==> config.mk <==
export PLATFORM = sky130hd
export DESIGN_NAME = alarm_ctrl_flat
export DESIGN_NICKNAME = d
export VERILOG_FILES = /design/src/rtl/alarm_ctrl_if.sv /design/src/rtl/alarm_ctrl.sv /design/src/flat_wrapper.sv
export SDC_FILE = /design/constraint.sdc
export NUM_CORES = 1
export LEC_CHECK = 0
export BUFFER_PORTS_ARGS = -buffer_cell sky130_fd_sc_hd__buf_2
export CORE_UTILIZATION = 25
export CTS_CLUSTER_DIAMETER = 40
export DETAILED_ROUTE_END_ITERATION = 10
export PLACE_DENSITY = 0.45
export SYNTH_ARGS = -nofsm -noshare
export SYNTH_HDL_FRONTEND = slang
export SYNTH_SLANG_ARGS = --single-unit
==> constraint.sdc <==
create_clock -name clk -period 4.2 [get_ports clk]
set_input_delay 0.21 -clock clk [delete_from_list [all_inputs] [get_ports clk]]
set_output_delay 0.21 -clock clk [all_outputs]
set_load 0.02 [all_outputs]
==> src/rtl/alarm_ctrl_if.sv <==
// Signal bundle between the alarm controller and the rest of the clock:
// timing strobes, buttons, current time in, alarm digits and buzzer out.
interface alarm_ctrl_if;
    logic       en1hz;
    logic       sig2hz;
    logic       set;
    logic       adj;
    logic       arm;
    logic       stop;
    logic       snooze;
    logic [3:0] hour_upper;
    logic [3:0] hour_lower;
    logic [3:0] min_upper;
    logic [3:0] min_lower;
    logic [3:0] sec_upper;
    logic [3:0] sec_lower;
    logic [3:0] al_hour_upper;
    logic [3:0] al_hour_lower;
    logic [3:0] al_min_upper;
    logic [3:0] al_min_lower;
    logic       al_hon;
    logic       al_mon;
    logic       armed;
    logic       editing;
    logic       buzzer;

    modport master (
        output en1hz, sig2hz, set, adj, arm, stop, snooze,
        output hour_upper, hour_lower, min_upper, min_lower, sec_upper, sec_lower,
        input  al_hour_upper, al_hour_lower, al_min_upper, al_min_lower,
        input  al_hon, al_mon, armed, editing, buzzer
    );

    modport slave (
        input  en1hz, sig2hz, set, adj, arm, stop, snooze,
        input  hour_upper, hour_lower, min_upper, min_lower, sec_upper, sec_lower,
        output al_hour_upper, al_hour_lower, al_min_upper, al_min_lower,
        output al_hon, al_mon, armed, editing, buzzer
    );
endinterface

==> src/rtl/alarm_ctrl.sv <==
// Alarm controller: BCD alarm time editing, time match detection and
// buzzer sequencing through ring, snooze and auto-stop phases.
module alarm_ctrl #(
    parameter int RING_SEC   = 60,
    parameter int SNOOZE_MIN = 5
) (
    input  logic         clk,
    input  logic         rst,
    alarm_ctrl_if.slave  bus
);
    typedef enum logic [2:0] {
        IDLE, EDIT_HOUR, EDIT_MIN, ARMED, RING, SNOOZE
    } state_t;

    localparam logic [7:0]  RING_LAST   = 8'(RING_SEC - 1);
    localparam logic [11:0] SNOOZE_LOAD = 12'(SNOOZE_MIN * 60);

    state_t      state_q, state_d;
    logic [7:0]  al_hour_q, al_hour_d;
    logic [7:0]  al_min_q, al_min_d;
    logic [7:0]  ring_cnt_q, ring_cnt_d;
    logic [11:0] snz_cnt_q, snz_cnt_d;
    logic        match, match_q;
    logic        buzzer_q, buzzer_d;
    logic        trigger;
    logic [7:0]  hour_inc, min_inc;

    assign match = ({bus.hour_upper, bus.hour_lower} == al_hour_q) &&
                   ({bus.min_upper, bus.min_lower} == al_min_q) &&
                   (bus.sec_upper == 4'd0) && (bus.sec_lower == 4'd0);

    // Rising edge of match only, so arming inside the matching second never rings.
    assign trigger = match && !match_q && (state_q == ARMED);

    always_comb begin
        if (al_hour_q == 8'h23)
            hour_inc = 8'h00;
        else if (al_hour_q[3:0] == 4'd9)
            hour_inc = {al_hour_q[7:4] + 4'd1, 4'd0};
        else
            hour_inc = {al_hour_q[7:4], al_hour_q[3:0] + 4'd1};

        if (al_min_q[3:0] != 4'd9)
            min_inc = {al_min_q[7:4], al_min_q[3:0] + 4'd1};
        else if (al_min_q[7:4] == 4'd5)
            min_inc = 8'h00;
        else
            min_inc = {al_min_q[7:4] + 4'd1, 4'd0};
    end

    always_comb begin
        state_d    = state_q;
        al_hour_d  = al_hour_q;
        al_min_d   = al_min_q;
        ring_cnt_d = ring_cnt_q;
        snz_cnt_d  = snz_cnt_q;
        buzzer_d   = (state_q == RING) && bus.sig2hz;

        case (state_q)
            IDLE: begin
                if (bus.set)
                    state_d = EDIT_HOUR;
                else if (bus.arm)
                    state_d = ARMED;
            end
            EDIT_HOUR: begin
                if (bus.set)
                    state_d = EDIT_MIN;
                else if (bus.adj)
                    al_hour_d = hour_inc;
            end
            EDIT_MIN: begin
                if (bus.set)
                    state_d = IDLE;
                else if (bus.adj)
                    al_min_d = min_inc;
            end
            ARMED: begin
                if (bus.arm) begin
                    state_d = IDLE;
                end else if (trigger) begin
                    state_d    = RING;
                    ring_cnt_d = 8'd0;
                end
            end
            RING: begin
                if (bus.arm) begin
                    state_d = IDLE;
                end else if (bus.stop) begin
                    state_d = ARMED;
                end else if (bus.snooze) begin
                    state_d   = SNOOZE;
                    snz_cnt_d = SNOOZE_LOAD;
                end else if (bus.en1hz) begin
                    if (ring_cnt_q == RING_LAST)
                        state_d = ARMED;
                    else
                        ring_cnt_d = ring_cnt_q + 8'd1;
                end
            end
            SNOOZE: begin
                if (bus.arm) begin
                    state_d = IDLE;
                end else if (bus.stop) begin
                    state_d = ARMED;
                end else if (bus.en1hz) begin
                    snz_cnt_d = snz_cnt_q - 12'd1;
                    if (snz_cnt_q == 12'd1) begin
                        state_d    = RING;
                        ring_cnt_d = 8'd0;
                    end
                end
            end
            default: state_d = IDLE;
        endcase
    end

    always_ff @(posedge clk) begin
        if (!rst) begin
            state_q    <= IDLE;
            al_hour_q  <= 8'h00;
            al_min_q   <= 8'h00;
            ring_cnt_q <= 8'd0;
            snz_cnt_q  <= 12'd0;
            match_q    <= 1'b0;
            buzzer_q   <= 1'b0;
        end else begin
            state_q    <= state_d;
            al_hour_q  <= al_hour_d;
            al_min_q   <= al_min_d;
            ring_cnt_q <= ring_cnt_d;
            snz_cnt_q  <= snz_cnt_d;
            match_q    <= match;
            buzzer_q   <= buzzer_d;
        end
    end

    assign bus.al_hour_upper = al_hour_q[7:4];
    assign bus.al_hour_lower = al_hour_q[3:0];
    assign bus.al_min_upper  = al_min_q[7:4];
    assign bus.al_min_lower  = al_min_q[3:0];
    assign bus.al_hon        = !((state_q == EDIT_HOUR) && !bus.sig2hz);
    assign bus.al_mon        = !((state_q == EDIT_MIN) && !bus.sig2hz);
    assign bus.armed         = (state_q == ARMED) || (state_q == RING) || (state_q == SNOOZE);
    assign bus.editing       = (state_q == EDIT_HOUR) || (state_q == EDIT_MIN);
    assign bus.buzzer        = buzzer_q;
endmodule

==> src/flat_wrapper.sv <==
// flat-port wrapper written by rule: the top's interface ports become plain ports
module alarm_ctrl_flat 
#(
    parameter int RING_SEC   = 60,
    parameter int SNOOZE_MIN = 5
)
  (clk, rst, bus_en1hz, bus_sig2hz, bus_set, bus_adj, bus_arm, bus_stop, bus_snooze, bus_hour_upper, bus_hour_lower, bus_min_upper, bus_min_lower, bus_sec_upper, bus_sec_lower, bus_al_hour_upper, bus_al_hour_lower, bus_al_min_upper, bus_al_min_lower, bus_al_hon, bus_al_mon, bus_armed, bus_editing, bus_buzzer);
  alarm_ctrl_if bus_i ();
  input  logic clk;
  input  logic rst;
  input wire logic [$bits(bus_i.en1hz)-1:0] bus_en1hz;
  input wire logic [$bits(bus_i.sig2hz)-1:0] bus_sig2hz;
  input wire logic [$bits(bus_i.set)-1:0] bus_set;
  input wire logic [$bits(bus_i.adj)-1:0] bus_adj;
  input wire logic [$bits(bus_i.arm)-1:0] bus_arm;
  input wire logic [$bits(bus_i.stop)-1:0] bus_stop;
  input wire logic [$bits(bus_i.snooze)-1:0] bus_snooze;
  input wire logic [$bits(bus_i.hour_upper)-1:0] bus_hour_upper;
  input wire logic [$bits(bus_i.hour_lower)-1:0] bus_hour_lower;
  input wire logic [$bits(bus_i.min_upper)-1:0] bus_min_upper;
  input wire logic [$bits(bus_i.min_lower)-1:0] bus_min_lower;
  input wire logic [$bits(bus_i.sec_upper)-1:0] bus_sec_upper;
  input wire logic [$bits(bus_i.sec_lower)-1:0] bus_sec_lower;
  output wire logic [$bits(bus_i.al_hour_upper)-1:0] bus_al_hour_upper;
  output wire logic [$bits(bus_i.al_hour_lower)-1:0] bus_al_hour_lower;
  output wire logic [$bits(bus_i.al_min_upper)-1:0] bus_al_min_upper;
  output wire logic [$bits(bus_i.al_min_lower)-1:0] bus_al_min_lower;
  output wire logic [$bits(bus_i.al_hon)-1:0] bus_al_hon;
  output wire logic [$bits(bus_i.al_mon)-1:0] bus_al_mon;
  output wire logic [$bits(bus_i.armed)-1:0] bus_armed;
  output wire logic [$bits(bus_i.editing)-1:0] bus_editing;
  output wire logic [$bits(bus_i.buzzer)-1:0] bus_buzzer;
  assign bus_i.en1hz = bus_en1hz;
  assign bus_i.sig2hz = bus_sig2hz;
  assign bus_i.set = bus_set;
  assign bus_i.adj = bus_adj;
  assign bus_i.arm = bus_arm;
  assign bus_i.stop = bus_stop;
  assign bus_i.snooze = bus_snooze;
  assign bus_i.hour_upper = bus_hour_upper;
  assign bus_i.hour_lower = bus_hour_lower;
  assign bus_i.min_upper = bus_min_upper;
  assign bus_i.min_lower = bus_min_lower;
  assign bus_i.sec_upper = bus_sec_upper;
  assign bus_i.sec_lower = bus_sec_lower;
  assign bus_al_hour_upper = bus_i.al_hour_upper;
  assign bus_al_hour_lower = bus_i.al_hour_lower;
  assign bus_al_min_upper = bus_i.al_min_upper;
  assign bus_al_min_lower = bus_i.al_min_lower;
  assign bus_al_hon = bus_i.al_hon;
  assign bus_al_mon = bus_i.al_mon;
  assign bus_armed = bus_i.armed;
  assign bus_editing = bus_i.editing;
  assign bus_buzzer = bus_i.buzzer;
  alarm_ctrl #(.RING_SEC(RING_SEC), .SNOOZE_MIN(SNOOZE_MIN)) u_core (.clk(clk), .rst(rst), .bus(bus_i));
endmodule
Word-level counts from Yosys, hierarchy flattened
Index checks and enable logic that the tools add are counted.
Word-level totals
  bits in registers: 41
  bits in latches: 0
  RAM bits: 0
  ROM bits: 0
  input port bits: 33
  output and inout bits: 21
  word-level logic and storage cells: 117
  memories: 0
Operators by class
  add/subtract/negate cells: 6
  multiply operators: 0
  div/mod/pow operators: 0
  magnitude comparators: 0
  equal/unequal tests: 33
  shift-type cells: 0
  multiplexer cells: 39
  bitwise operators: 2
  reductions and logical operators: 28
Operators with widths (number)
  $mux W8: 14
  $mux W12: 6
  $mux W3: 15
  $ne A2 B2 Y1 const B: 12
  $pmux W12 S2: 1
  $pmux W8 S3: 1
  $pmux W3 S6: 1
  $add A4 B1 Y4 const B: 4
  $eq A8 B6 Y1 const B: 2
  $eq A8 B8 Y1: 2
  $eq A12 B1 Y1 const B: 1
  $reduce_and A12 Y1: 1
  $sub A12 B1 Y12 const B: 1
  $ne A5 B5 Y1 const B: 2
  $add A8 B1 Y8 const B: 1
  $logic_and A1 B1 Y1: 8
  $logic_not A4 Y1: 2
  $ne A4 B4 Y1 const B: 2
  $reduce_and A4 Y1: 2
  $reduce_and A8 Y1: 1
  $reduce_and A7 Y1: 1
  $eq A3 B2 Y1 const B: 2
  $eq A3 B3 Y1 const B: 2
  $reduce_and A3 Y1: 2
  14 further kinds: 22

Depth between registers and ports, before layout
  depth after elaboration: 9
  gate-level depth with buffers: 8
  depth with buffers taken out: 8

Worst setup path after synthesis
No wires, ideal clock.
  path kind: register to register
  from: register u_core.snz_cnt_q[6]
  to: register u_core.state_q[0]
  setup time: 0.072 ns
  arrival: 1.998 ns
  required time: 4.128 ns
  setup slack: 2.130 ns
  cell stages (with the launch flop): 7
  path buffers: 0
  period minus slack after synthesis: 2.070 ns
  cells stage by stage: dfxtp_1 or4_4 o41ai_4 o32ai_1 a21o_1 or3_1 a21oi_1
Between the ends
  word-level cells in the longest chain between the ends: 3
RTL lines
  from (decl): RTL line alarm_ctrl.sv:22  | logic [11:0] snz_cnt_q, snz_cnt_d;
  from (signal assigned): RTL line alarm_ctrl.sv:132  | snz_cnt_q <= snz_cnt_d;
  $eq A12 B1 Y1: RTL line alarm_ctrl.sv:108  | if (snz_cnt_q == 12'd1) begin
  $ne A4 B3 Y1 (no line)
  $reduce_and A8 Y1 (no line)
  to (signal assigned): RTL line alarm_ctrl.sv:128  | state_q <= state_d;
  to (decl): RTL line alarm_ctrl.sv:18  | state_t state_q, state_d;
No other way between the ends.
A chain may end at the register's enable or synchronous reset.

Worst setup path in the final report
  from: register u_core.state_q[2]
  to: register u_core.snz_cnt_q[8]
Between the ends
  word-level cells in the longest chain between the ends: 3
  elaborated cells on any way between the ends: 11
  those cells by class: eq/ne: 8; mux: 1; reduce/logical: 2
RTL lines
  $eq A3 B3 Y1: RTL line alarm_ctrl.sv:59  | case (state_q)
  $ne A2 B2 Y1 (no line) / $reduce_bool A2 Y1 (equally long branches)
  $reduce_and A7 Y1 (no line)
Several ways; a longest one is shown, not always the timed one.

==> reports/qor.txt <==
met3 WL - 225 um
r2r worst-path depth - 6
post-CTS setup buffers - 0
CTS resizes - 0
flops & latches, synth - 41
warnings from Yosys - 0
EDFF count, synth - 0
nets@finish - 382
Synth top area share - 34.38%
Compound-Gate Fraction of Synth Area - 16.09%
Adder-Cell Fraction of Synth Area - 3.669%
CP endpoint kind - flip-flop
grt ovf - 0
FFs w/ async S/R, synth - 0%
first-pass GRT wire length - 10,090 um
TritonCTS Buffers - 5
num rows - 35
CTS tree - yes
width of the die - 99.72 um
DR top layer - met4
Gate Count Post-Synth - 291
worst vdd ir - 0.1190 mV
Ports - 54
Slew @ Worst Pin - 659.9 ps
Via density - 4.672
XOR/XNOR Fraction of Synth Area - 11.74%
initial antenna violation count - 1
CP Class - reg2reg
Final min period - 2268 ps
HP Class - in2reg
post-synthesis mux area share - 0.8386%
Reg2Reg Capture Point - u_core.snz_cnt_q[8]
R2R setup slack - 1930 ps
H-tree depth - 2
Netlist cell types - 53
status - finished clean
Ant. Diodes - 0
Final period util - 53.99%
Final Max Tran Viols - 0
initial core utilization - 25.84%
Synth Area in Simple Gates - 29.51%
per-cell routed wire length - 12.88 um
dominant synthesized flop cell - dfxtp_1
Root Driver - clkbuf_8
hold worst-path end - u_core.bus.buzzer
fmax - 0.4410 GHz
via count of the routed design - 2,205
DP Wirelength - 4617 um
die area - 9944 um^2
worst slack, placed - 1923 ps
Setup TNS - 0 ps
critical path arrival - 2430 ps
GRT Resource Usage Total - 12.95%
hold_buf cts - 0
wire length on met2 - 2743 um
Post-Layout Cell Count - 472
Final Skew - 8.489 ps
WHS Path Cells - 2
Die Height - 99.72 um
Power Density - 267.4 nW/um^2
min-delay src - bus_sig2hz
DRT met1 WL - 3057 um
Layout area overhead - 18.87%
startpoint types - flip-flop
final core utilization - 30.71%
post-route design area - 2838 um^2
Post-Place Cells - 464
R2R Path Start - u_core.state_q[2]
Post-Syn Area - 2387 um^2
pin count of the biggest net entering global routing - 20
clk_lat worst skew - 290 ps
total iterations of the first detailed-routing run - 4
core area - 9240 um^2
Routability Congestion - 0.7824
CP max FO - 12
Final Hold Fails - 0
Max Cap Viol - 0
sequential share of the synthesized area - 34.38%
final worst setup slack - 1932 ps
Leak Pwr - 1.083 nW
Port Buffers - 53
main combinational cell family by area after synthesis - simple AND/OR/NAND/NOR gates
CTS Sinks - 41
CTS max path bufs - 2
Post-DP Area - 2758 um^2
top cell type by total area after synthesis - dfxtp_1
RSZ-0062 raised after global routing - false
vias in the first global route - 2,083
WP data required - 4360 ps
# setup viols final - 0
Iteration-0 DRC Markers - 43
clk slew on worst S/H paths - 70 ps
Synth area leaders - dfxtp_1, xnor2_1, nor2_1
residual DRC count - 0
ratio of cells with drive above 1 in the final layout - 19.53%
wirelength, routed - 6079 um
antenna-violating nets left - 0
Avg Inst Size Synth - 8.204 um^2
Slew HR - 55.81%
syn nets - 331
fillers - 1,030
[registers in the layout, summed over array words and instances (netlist names)]
| signal | flops |
|---|---|
| u_core.al_hour_q | 8 |
| u_core.bus.buzzer | 1 |
| u_core.al_min_q | 8 |
| u_core.state_q | 3 |
| u_core.snz_cnt_q | 12 |
| u_core.ring_cnt_q | 8 |
| u_core.match_q | 1 |
[layer usage]
metal  vias up  GRT usage [%]
met2        36          21.27
met3         4          3.443
li1       1142              -
met5         -              0
met1      1023          16.72
met4         0          3.394
[where the power goes]
group	total (W)	internal [W]	switching (W)	leakage, nW
logic	0.000100	0.0000434	0.0000565	0.713
registers	0.000409	0.000394	0.0000152	0.331
clock network	0.000250	0.000118	0.000132	0.0395
total	0.000759	0.000556	0.000203	1.08
[per-stage QoR]
step	total power, W	hold slack [ps]
after floorplan	0.0004844	355.9
after global placement	0.0005189	455.3
after detailed placement	0.0005191	459.6
after CTS	0.0007764	153.4
after global routing	0.0008078	165.4
final	0.0007588	164.0
[worst max-delay path, cell delays in order (launching register included)]
cell      delay [ps]
dfxtp_1          540
nand2b_1         200
nor4_2           600
nand4_1          310
nor3_1           250
xnor2_1          160
a21oi_1           80
[layout make-up]
cell class | count | area, um^2 | share of cell area, %
multi-input combinational | 232 | 1476 | 52.03
tap | 129 | 161.4 | 5.688
timing repair buffer | 53 | 265.3 | 9.347
clock buffer | 8 | 80.08 | 2.822
inverter | 9 | 33.78 | 1.190
sequential | 41 | 820.8 | 28.92
[kinds of logic after synthesis]
group	Yosys count
AO/OA/AOI/OAI	59
adder cells (fa/ha/maj)	7
buffers and inverters	18
XOR/XNOR	32
AND/OR/NAND/NOR	132
multiplexers	2
flip-flops	41
[cells in the final DEF, fill, tap and decap left out, drive strengths merged, types with 2 or more instances in the layout]
cell,instances
nand2,27
or2,2
nor4,7
clkbuf,8
nand4,6
inv,8
nand3,7
and3,6
nor3b,2
or3,5
nor2,36
nand2b,3
a21oi,18
a31oi,5
nor2b,6
and4,2
o21ai,18
a211oi,5
xnor2,21
nand4b,2
nor3,11
xor2,11
mux2i,2
ha,7
nand3b,2
or4,3
and3b,2
dfxtp,41
buf,53
[Yosys cell counts (all sizes together), types with 2 or more instances]
cell type / count
dfxtp: 41
nor2: 36
nand2: 27
xnor2: 21
a21oi: 18
o21ai: 18
nor3: 11
xor2: 11
inv: 8
ha: 7
nand3: 7
nor4: 7
and3: 6
nand4: 6
nor2b: 6
a211oi: 5
a31oi: 5
buf: 5
or3: 5
clkbuf: 4
nand2b: 3
or4: 3
and3b: 2
and4: 2
mux2i: 2
nand3b: 2
nand4b: 2
nor3b: 2
or2: 2
[how the worst max path moves through the flow]
stage,cells past startpoint,startpoint,end,slack [ps]
6_report,6,u_core.state_q[2],u_core.snz_cnt_q[8],1930
5_1_grt,6,u_core.state_q[2],u_core.snz_cnt_q[5],1680
4_1_cts,6,u_core.state_q[2],u_core.snz_cnt_q[5],1900
3_5_place_dp,6,u_core.state_q[2],u_core.snz_cnt_q[9],1920
3_3_place_gp,6,u_core.state_q[2],u_core.snz_cnt_q[5],1970
2_1_floorplan,6,u_core.snz_cnt_q[6],u_core.state_q[0],2130
Note: power is estimated with default switching activity, not from simulation.
